### config.mk
export PLATFORM = sky130hd
export DESIGN_NAME = fifo_wr_arbiter_flat
export DESIGN_NICKNAME = d
export VERILOG_FILES = /design/src/rtl/fifo_wr_arbiter_if.sv /design/src/rtl/fifo_wr_arbiter.sv /design/src/flat_wrapper.sv
export SDC_FILE = /design/constraint.sdc
export NUM_CORES = 1
export LEC_CHECK = 0
export ABC_CLOCK_PERIOD_IN_PS = 2320
export CELL_PAD_IN_SITES_DETAIL_PLACEMENT = 0
export CELL_PAD_IN_SITES_GLOBAL_PLACEMENT = 1
export CORE_ASPECT_RATIO = 0.75
export CORE_UTILIZATION = 26
export CTS_CLUSTER_DIAMETER = 30
export DETAILED_ROUTE_END_ITERATION = 10
export HOLD_SLACK_MARGIN = 0.15
export PLACE_DENSITY_LB_ADDON = 0.1
export SLEW_MARGIN = 10
export SYNTH_ARGS = -nofsm -noshare
export SYNTH_HDL_FRONTEND = slang
export SYNTH_SLANG_ARGS = --single-unit
export TNS_END_PERCENT = 20
### constraint.sdc
create_clock -name wclk -period 2.32 [get_ports wclk]
set_input_delay 0.58 -clock wclk [delete_from_list [all_inputs] [get_ports wclk]]
set_output_delay 0.58 -clock wclk [all_outputs]
set_load 0.05 [all_outputs]
### src/rtl/fifo_wr_arbiter_if.sv
// Write-port bundle between the requesters, the arbiter and the async-FIFO write side.
// The urgent vector exists only when FIFO_WR_ARB_URGENT_EN is defined.
interface fifo_wr_arbiter_if #(
    parameter int unsigned N_REQ   = 4,
    parameter int unsigned d_width = 8
);
    logic [N_REQ-1:0]         req;
    logic [N_REQ*d_width-1:0] req_data;
    logic                     full;
`ifdef FIFO_WR_ARB_URGENT_EN
    logic [N_REQ-1:0]         urgent;
`endif
    logic [N_REQ-1:0]         grant;
    logic [N_REQ-1:0]         ack;
    logic                     w_en;
    logic [d_width-1:0]       wdata;
    logic                     busy;

`ifdef FIFO_WR_ARB_URGENT_EN
    modport master (
        output req, req_data, full, urgent,
        input  grant, ack, w_en, wdata, busy
    );
    modport slave (
        input  req, req_data, full, urgent,
        output grant, ack, w_en, wdata, busy
    );
`else
    modport master (
        output req, req_data, full,
        input  grant, ack, w_en, wdata, busy
    );
    modport slave (
        input  req, req_data, full,
        output grant, ack, w_en, wdata, busy
    );
`endif
endinterface

### src/rtl/fifo_wr_arbiter.sv
// Round-robin, burst-bounded arbiter sharing one async-FIFO write port (wclk domain).
// Define FIFO_WR_ARB_URGENT_EN to restrict arbitration to urgent requesters when any are pending.
module fifo_wr_arbiter #(
    parameter int unsigned N_REQ     = 4,
    parameter int unsigned d_width   = 8,
    parameter int unsigned BURST_LEN = 4
) (
    input  logic             wclk,
    input  logic             reset,
    fifo_wr_arbiter_if.slave bus
);
    localparam int unsigned IDX_W = (N_REQ > 1) ? $clog2(N_REQ) : 1;
    localparam int unsigned CNT_W = $clog2(BURST_LEN + 1);

    typedef enum logic {StIdle, StBusy} state_e;

    state_e             r_state;
    logic [N_REQ-1:0]   r_grant;
    logic [IDX_W-1:0]   r_owner;
    logic [IDX_W-1:0]   r_last_owner;
    logic [CNT_W-1:0]   r_beat_cnt;

    state_e             w_state_nxt;
    logic [N_REQ-1:0]   w_grant_nxt;
    logic [IDX_W-1:0]   w_owner_nxt;
    logic [IDX_W-1:0]   w_last_nxt;
    logic [CNT_W-1:0]   w_cnt_nxt;

    logic [N_REQ-1:0]   w_elig;
    logic [IDX_W-1:0]   w_start;
    logic [2*N_REQ-1:0] w_elig_dbl;
    logic [N_REQ-1:0]   w_rot;
    logic [IDX_W-1:0]   w_rot_pos;
    logic [IDX_W:0]     w_sum;
    logic [IDX_W-1:0]   w_pick;
    logic [N_REQ-1:0]   w_pick_onehot;
    logic               w_busy;
    logic               w_owner_req;
    logic               w_beat;
    logic               w_last_beat;
    logic [d_width-1:0] w_wdata;

`ifdef FIFO_WR_ARB_URGENT_EN
    logic [N_REQ-1:0]   w_urg;
    assign w_urg  = bus.req & bus.urgent;
    assign w_elig = (|w_urg) ? w_urg : bus.req;
`else
    assign w_elig = bus.req;
`endif

    // Rotate so the requester after the last owner sits at bit 0, then take the lowest set bit.
    assign w_start    = (r_last_owner == IDX_W'(N_REQ - 1)) ? '0 : r_last_owner + 1'b1;
    assign w_elig_dbl = {w_elig, w_elig} >> w_start;
    assign w_rot      = w_elig_dbl[N_REQ-1:0];

    always_comb begin
        w_rot_pos = '0;
        for (int i = N_REQ - 1; i >= 0; i--) begin
            if (w_rot[i]) begin
                w_rot_pos = IDX_W'(i);
            end
        end
    end

    assign w_sum  = {1'b0, w_start} + {1'b0, w_rot_pos};
    assign w_pick = (w_sum >= (IDX_W + 1)'(N_REQ)) ? IDX_W'(w_sum - (IDX_W + 1)'(N_REQ))
                                                   : IDX_W'(w_sum);
    assign w_pick_onehot = {{(N_REQ - 1){1'b0}}, 1'b1} << w_pick;

    assign w_busy      = (r_state == StBusy);
    assign w_owner_req = bus.req[r_owner];
    assign w_beat      = w_busy & w_owner_req & ~bus.full;
    assign w_last_beat = (r_beat_cnt == CNT_W'(BURST_LEN - 1));

    // Grant is one-hot or zero, so an AND-OR mux selects the owner's data or yields 0 when idle.
    always_comb begin
        w_wdata = '0;
        for (int i = 0; i < N_REQ; i++) begin
            if (r_grant[i]) begin
                w_wdata = w_wdata | bus.req_data[i*d_width +: d_width];
            end
        end
    end

    always_comb begin
        w_state_nxt = r_state;
        w_grant_nxt = r_grant;
        w_owner_nxt = r_owner;
        w_last_nxt  = r_last_owner;
        w_cnt_nxt   = r_beat_cnt;
        unique case (r_state)
            StIdle: begin
                if (|w_elig) begin
                    w_state_nxt = StBusy;
                    w_owner_nxt = w_pick;
                    w_grant_nxt = w_pick_onehot;
                    w_cnt_nxt   = '0;
                end
            end
            StBusy: begin
                if (!w_owner_req) begin
                    w_state_nxt = StIdle;
                    w_grant_nxt = '0;
                    w_last_nxt  = r_owner;
                end else if (w_beat) begin
                    w_cnt_nxt = r_beat_cnt + 1'b1;
                    if (w_last_beat) begin
                        w_state_nxt = StIdle;
                        w_grant_nxt = '0;
                        w_last_nxt  = r_owner;
                    end
                end
            end
        endcase
    end

    always_ff @(posedge wclk) begin
        if (reset) begin
            r_state      <= StIdle;
            r_grant      <= '0;
            r_owner      <= '0;
            r_last_owner <= IDX_W'(N_REQ - 1);
            r_beat_cnt   <= '0;
        end else begin
            r_state      <= w_state_nxt;
            r_grant      <= w_grant_nxt;
            r_owner      <= w_owner_nxt;
            r_last_owner <= w_last_nxt;
            r_beat_cnt   <= w_cnt_nxt;
        end
    end

    assign bus.grant = r_grant;
    assign bus.busy  = w_busy;
    assign bus.w_en  = w_beat;
    assign bus.ack   = w_beat ? r_grant : '0;
    assign bus.wdata = w_wdata;

    a_no_write_when_full: assert property (@(posedge wclk) !(bus.w_en && bus.full));
    a_ack_onehot0:        assert property (@(posedge wclk) $onehot0(bus.ack));
    a_grant_onehot0:      assert property (@(posedge wclk) disable iff (reset) $onehot0(r_grant));
    a_burst_bound:        assert property (@(posedge wclk) disable iff (reset)
                                           r_beat_cnt <= CNT_W'(BURST_LEN));
endmodule
### src/flat_wrapper.sv
// flat-port wrapper written by rule: the top's interface ports become plain ports
module fifo_wr_arbiter_flat 
#(
    parameter int unsigned N_REQ     = 4,
    parameter int unsigned d_width   = 8,
    parameter int unsigned BURST_LEN = 4
)
  (wclk, reset, bus_req, bus_req_data, bus_full, bus_grant, bus_ack, bus_w_en, bus_wdata, bus_busy);
  fifo_wr_arbiter_if #(.N_REQ(N_REQ), .d_width(d_width)) bus_i ();
  input  logic wclk;
  input  logic reset;
  input wire logic [$bits(bus_i.req)-1:0] bus_req;
  input wire logic [$bits(bus_i.req_data)-1:0] bus_req_data;
  input wire logic [$bits(bus_i.full)-1:0] bus_full;
  output wire logic [$bits(bus_i.grant)-1:0] bus_grant;
  output wire logic [$bits(bus_i.ack)-1:0] bus_ack;
  output wire logic [$bits(bus_i.w_en)-1:0] bus_w_en;
  output wire logic [$bits(bus_i.wdata)-1:0] bus_wdata;
  output wire logic [$bits(bus_i.busy)-1:0] bus_busy;
  assign bus_i.req = bus_req;
  assign bus_i.req_data = bus_req_data;
  assign bus_i.full = bus_full;
  assign bus_grant = bus_i.grant;
  assign bus_ack = bus_i.ack;
  assign bus_w_en = bus_i.w_en;
  assign bus_wdata = bus_i.wdata;
  assign bus_busy = bus_i.busy;
  fifo_wr_arbiter #(.N_REQ(N_REQ), .d_width(d_width), .BURST_LEN(BURST_LEN)) u_core (.wclk(wclk), .reset(reset), .bus(bus_i));
endmodule
; ---- Word level (Yosys, flattened, before mapping)
; Cells that the tools add are included.
[word_totals]
register_bits = 12
input_bits = 39
out_inout_bits = 18
elab_cells = 64
[classes]
addsub = 4
order_cmp = 2
eq_ne = 9
n_shift = 2
n_mux = 30
n_bitwise = 7
n_reduce_logical = 5
[op_table]
columns = cell, n
row1 = two-way mux 8 bit, 4
row2 = bitwise OR 8 bit, 3
row3 = two-way mux 4 bit, 5
row4 = two-way mux 2 bit, 9
row5 = two-way mux 3 bit, 3
row6 = AND reduction 3 bit, 3
row7 = "inequality test 2 bit, second input constant", 4
row8 = one-hot mux 4 bit (2 select lines), 1
row9 = >> shifter 8 x 2 -> 4 bit, 1
row10 = "inequality test 3 bit, second input constant", 2
row11 = one-hot mux 3 bit (2 select lines), 1
row12 = two-way mux 1 bit, 5
row13 = OR reduction 4 bit, 1
row14 = "<< shifter 1 x 2 -> 4 bit, first input constant", 1
row15 = adder 2 x 2 -> 3 bit, 1
row16 = "adder 3 x 1 -> 3 bit, second input constant", 1
row17 = "equality test 3 x 2 -> 1 bit, second input constant", 1
row18 = "greater-or-equal comparator 3 bit, second input constant", 1
row19 = "< comparator 2 x 3 -> 1 bit, second input constant", 1
row20 = "adder 2 x 1 -> 2 bit, second input constant", 1
row21 = bitwise AND 1 bit, 2
row22 = binary-select mux 1 bit (select 2 bit), 1
row23 = "equality test 2 bit, second input constant", 1
row24 = "inequality test 2 x 1 -> 1 bit, second input constant", 1
row25 = 4 further kinds, 5

; ---- Depth between registers and ports, before layout
[depth]
ltp_word = 13
ltp_mapped = 11
mapped_depth_nobuf = 10

; ---- Worst setup path after synthesis
; Ideal clock, no wire load.
[synth_path]
kind = input to output
start = input bus_req[2]
end = output bus_ack[0]
arrival_time_ns = 1.906
t_required_ns = 1.740
setup_slack_ns = -0.166
cell_stages = 5
n_path_buf = 1
path_cell_list = buf_6 -> mux4_2 -> nand3b_1 -> inv_2 -> and2_1
[synth_via]
elab_chain_len = 5
[synth_rtl]
columns = element, line
row1 = from (decl), flat_wrapper.sv:12  ; input wire logic [$bits(bus_i.req)-1:0] bus_req;
row2 = binary-select mux 1 bit (select 2 bit), fifo_wr_arbiter.sv:71  ; assign w_owner_req = bus.req[r_owner];
row3 = two-way mux 1 bit (not written as such), fifo_wr_arbiter.sv:71
row4 = bitwise AND 1 bit (2 in series), fifo_wr_arbiter.sv:72  ; assign w_beat = w_busy & w_owner_req & ~bus.full;
row5 = named net bus_w_en, flat_wrapper.sv:17  ; output wire logic [$bits(bus_i.w_en)-1:0] bus_w_en;
row6 = two-way mux 4 bit, fifo_wr_arbiter.sv:136  ; assign bus.ack = w_beat ? r_grant : '0;
row7 = to (decl), flat_wrapper.sv:16  ; output wire logic [$bits(bus_i.ack)-1:0] bus_ack;
; The timed path passes the listed nets, and every way through them passes these cells. The select of a mux whose other input is x is not followed.

; ---- Final worst setup path
[layout_path]
start = input bus_req[3]
end = output bus_ack[3]
[layout_via]
elab_chain_len = 5
[layout_rtl]
columns = element, line
row1 = binary-select mux 1 bit (select 2 bit), fifo_wr_arbiter.sv:71
row2 = two-way mux 1 bit (not written as such), fifo_wr_arbiter.sv:71
row3 = bitwise AND 1 bit (2 in series), fifo_wr_arbiter.sv:72
row4 = two-way mux 4 bit, fifo_wr_arbiter.sv:136
; Every way passes these cells. The select of a mux whose other input is x is not followed.

==> run metrics <==
grt peak-use layer=met2; Max Root-Sink Buffers=2; 1st-pass router iterations=4; worst-margin pin slew=0.509 ns; fmax=0.435 GHz; synth unique cells=38; Multi-input gate area=about 760 um2; Overflow after GRT=0; minimum clock period=2.30 ns; Syn Inst Count=between 100 and 150; R2R setup slack=0.21 ns; Register-to-Register Path Depth=9; flip-flop and latch area=between 200 and 250 um2; # port buffers=56; GRT Overall Usage=18.1%; DR vias/cell=about 5; drc violations=0; routed length per instance=13.8 um; fin crit share=99.0%; mapped cell area=1020 um2; Slew HR=66.0%; drt total wl=3540 um; Core Region=between 3000 and 4000 um2; Reg-to-Reg End=u_core.r_owner[1]$_SDFFE_PP0P_; I/O pins=57; GPL Wtd Cong=0.789; Hold-fix buffers, CTS=0; Endpoint, Worst Hold=u_core.r_beat_cnt[1]$_SDFFE_PP0P_; Final setup viols=0; Max FO, Critical Path=5; reg2reg start=u_core.r_last_owner[0]$_SDFFE_PP1P_; latest clock arrival within the worst-skew pair=approximately 0.24 ns; pin count of the biggest net entering global routing=12; VDD IR max=0.423 mV; pwr dens=693 nW/um2; CTS tree=done; CP Launch Type=primary input; P&R area growth vs syn=92.4%; fin cells=257; Hold Path Class=reg2reg; clock sink count=12; Die Y=56.2 um; clock skew=0.000954 ns; via count=1281; CTS Buf Count=3; Rows=19; Seq/Total Area, Yosys=a little under a quarter; worst hold start=u_core.r_beat_cnt[1]$_SDFFE_PP0P_; initial antenna violation count=0; Hold Vio Cnt, Final=0; met3 Track Usage GR=4.71%; fill cell total of the finished layout=368; Final Max Tran Viols=0; Yosys reg bits=12; Initial Util=27.5%; Detail Placement HPWL=2860 um; number of max-cap violations=0; Clock Pin Slew Worst Setup and Hold Paths=approximately 0.060 ns; crit end category=output pin; Antenna Nets Post-Route=0; met1 Use GR=25.3%; Synth Net Count=roughly 180; GRT met2 Usage=28.6%; unrepaired setup endpoints after global routing=yes; number of global-route vias before repair=1236; syn_area_per_cell=around 7.7 um2; chip width=74.3 um; Setup TNS=0 ns; first-pass GRT wire length=5850 um; Post-Place Setup Slack=-0.479 ns; die area=4170 um2; CP required=roughly 1.7 ns; Inserted Diodes=0; post-route setup slack=0.0225 ns; CP Class=in2out; crit path DAT=about 1.7 ns; worst hold path depth=2; Ys Warns=0; nets=249; post-placement cell count=252; run status=completed; share of layout cells above drive strength 1=a little under a third; clock root buffer=clkbuf_8; LEAKAGE=0.790 nW; drt initial violations=48; CTS H-tree lvls=1
power breakdown:
part,switching [mW],internal [mW]
Combinational,0.443,0.410
Clock,0.0861,0.150
Sequential,0.0363,0.233
Total,0.565,0.793
worst max-delay path, cell delays in order:
cell and delay [ns]:
buf_8 0.10, mux4_2 0.49, nand3b_1 0.18, inv_4 0.06, and2_4 0.16, buf_8 0.14
cell usage after synthesis (all sizes together):
library cell | n | share of area (%)
a22oi | 16 | 12
nor4b | 2 | 2.9
nand2b | 4 | 2.5
xor2 | 1 | 0.86
and2 | 4 | 2.5
nand2 | 18 | 6.6
o32a | 1 | 0.98
a2bb2oi | 1 | 0.86
nor2 | 6 | 2.2
mux4 | 1 | 2.2
o31ai | 1 | 1.2
dfxtp | 12 | 24
a21boi | 1 | 1.8
o22a | 1 | 0.86
a21oi | 7 | 3.4
and2b | 1 | 0.74
o31a | 1 | 0.86
xnor2 | 1 | 0.86
nand3 | 13 | 6.4
nor3 | 2 | 0.98
clkbuf | 4 | 1.5
o2111ai | 1 | 0.86
nor4 | 3 | 3.1
nor2b | 2 | 1.2
nand3b | 2 | 1.5
buf | 5 | 2.8
a211o | 1 | 0.86
o21ai | 10 | 4.9
ha | 4 | 4.9
inv | 3 | 1.1
or2 | 1 | 0.61
o32ai | 1 | 1.6
a311oi | 1 | 0.86
cell type report:
type | count | share of cell area (%)
clock buffers | 4 | 2.81
inverters | 3 | 0.702
multi-input cells | 108 | 38.6
flip-flops and latches | 12 | 12.3
well taps | 52 | 3.32
repair buffers | 78 | 42.3
how the worst max path moves through the flow:
stage                    start                              to  depth (start not counted)
global route        bus_req[3]                      bus_ack[3]                          6
floorplan           bus_req[2]                      bus_ack[0]                          5
finish              bus_req[3]                      bus_ack[3]                          6
global placement    bus_req[3]  u_core.r_owner[1]$_SDFFE_PP0P_                         10
detailed placement  bus_req[3]  u_core.r_owner[1]$_SDFFE_PP0P_                         10
CTS                 bus_req[2]                      bus_ack[3]                          6
sequential cells by signal, summed over array words and instances, names as in the netlist:
register	cells
u_core.r_owner	2
u_core.bus.busy	1
u_core.r_beat_cnt	3
u_core.bus.grant	4
u_core.r_last_owner	2
layer usage:
layer | wire length (um) | part of all wire, %
met4 | 12 | 0.34
met2 | 1720 | 48
met3 | 109 | 3.1
met1 | 1700 | 48
met5 | 0 | 0
logic make-up after synthesis:
kind of cell / count (synthesis) / share of synthesized area [%]
AO/OA/AOI/OAI: 43 / 31.0
XOR/XNOR: 2 / 1.72
adder cells (fa/ha/maj): 4 / 4.91
buffers and inverters: 12 / 5.41
flip-flops: 12 / 23.6
multiplexers: 1 / 2.21
AND/OR/NAND/NOR: 58 / 31.2
stage by stage:
stage               power, mW  hold WS, ns  instance area [um2]  util [%]
floorplan               0.698        0.448                 1030         -
global placement         1.10        0.452                 1860      50.1
detailed placement       1.11        0.469                 1860      50.1
CTS                      1.35        0.478                 1920      51.8
global route             1.43        0.514                 1960      52.8
finish                   1.36        0.472                 1960      52.8
cell usage in the layout (no fill, tap or decap), types with 2 or more instances in the layout:
master | netlist | final
o21ai_0 | 9 | 8
a21oi_1 | 7 | 7
nor4_2 | 2 | 2
ha_1 | 4 | 2
clkdlybuf4s50_1 | 0 | 37
a22oi_1 | 16 | 16
o21ai_1 | 1 | 2
nor2_1 | 6 | 6
nand2_1 | 18 | 18
buf_6 | 1 | 4
and2_4 | 0 | 4
buf_8 | 0 | 2
dfxtp_1 | 12 | 11
buf_2 | 2 | 2
buf_12 | 0 | 10
nand3_1 | 13 | 13
nand3b_1 | 2 | 2
nor3_1 | 2 | 2
nand2b_1 | 4 | 4
nor2b_1 | 2 | 2
clkbuf_8 | 0 | 4
buf_4 | 0 | 23
nor4b_2 | 2 | 2
inv_1 | 2 | 2
repair_timing:
| item | 4_1_cts | 5_1_grt |
|---|---|---|
| pin swaps | 0 | 1 |
| setup buffers | 0 | 1 |
| endpoints found under the hold margin | 0 | 0 |
| resized for setup | 24 | 6 |
| cloned | 0 | 0 |
| endpoints found under the setup margin | 10 | 8 |
No activity file was read; power rests on OpenSTA's default activity.
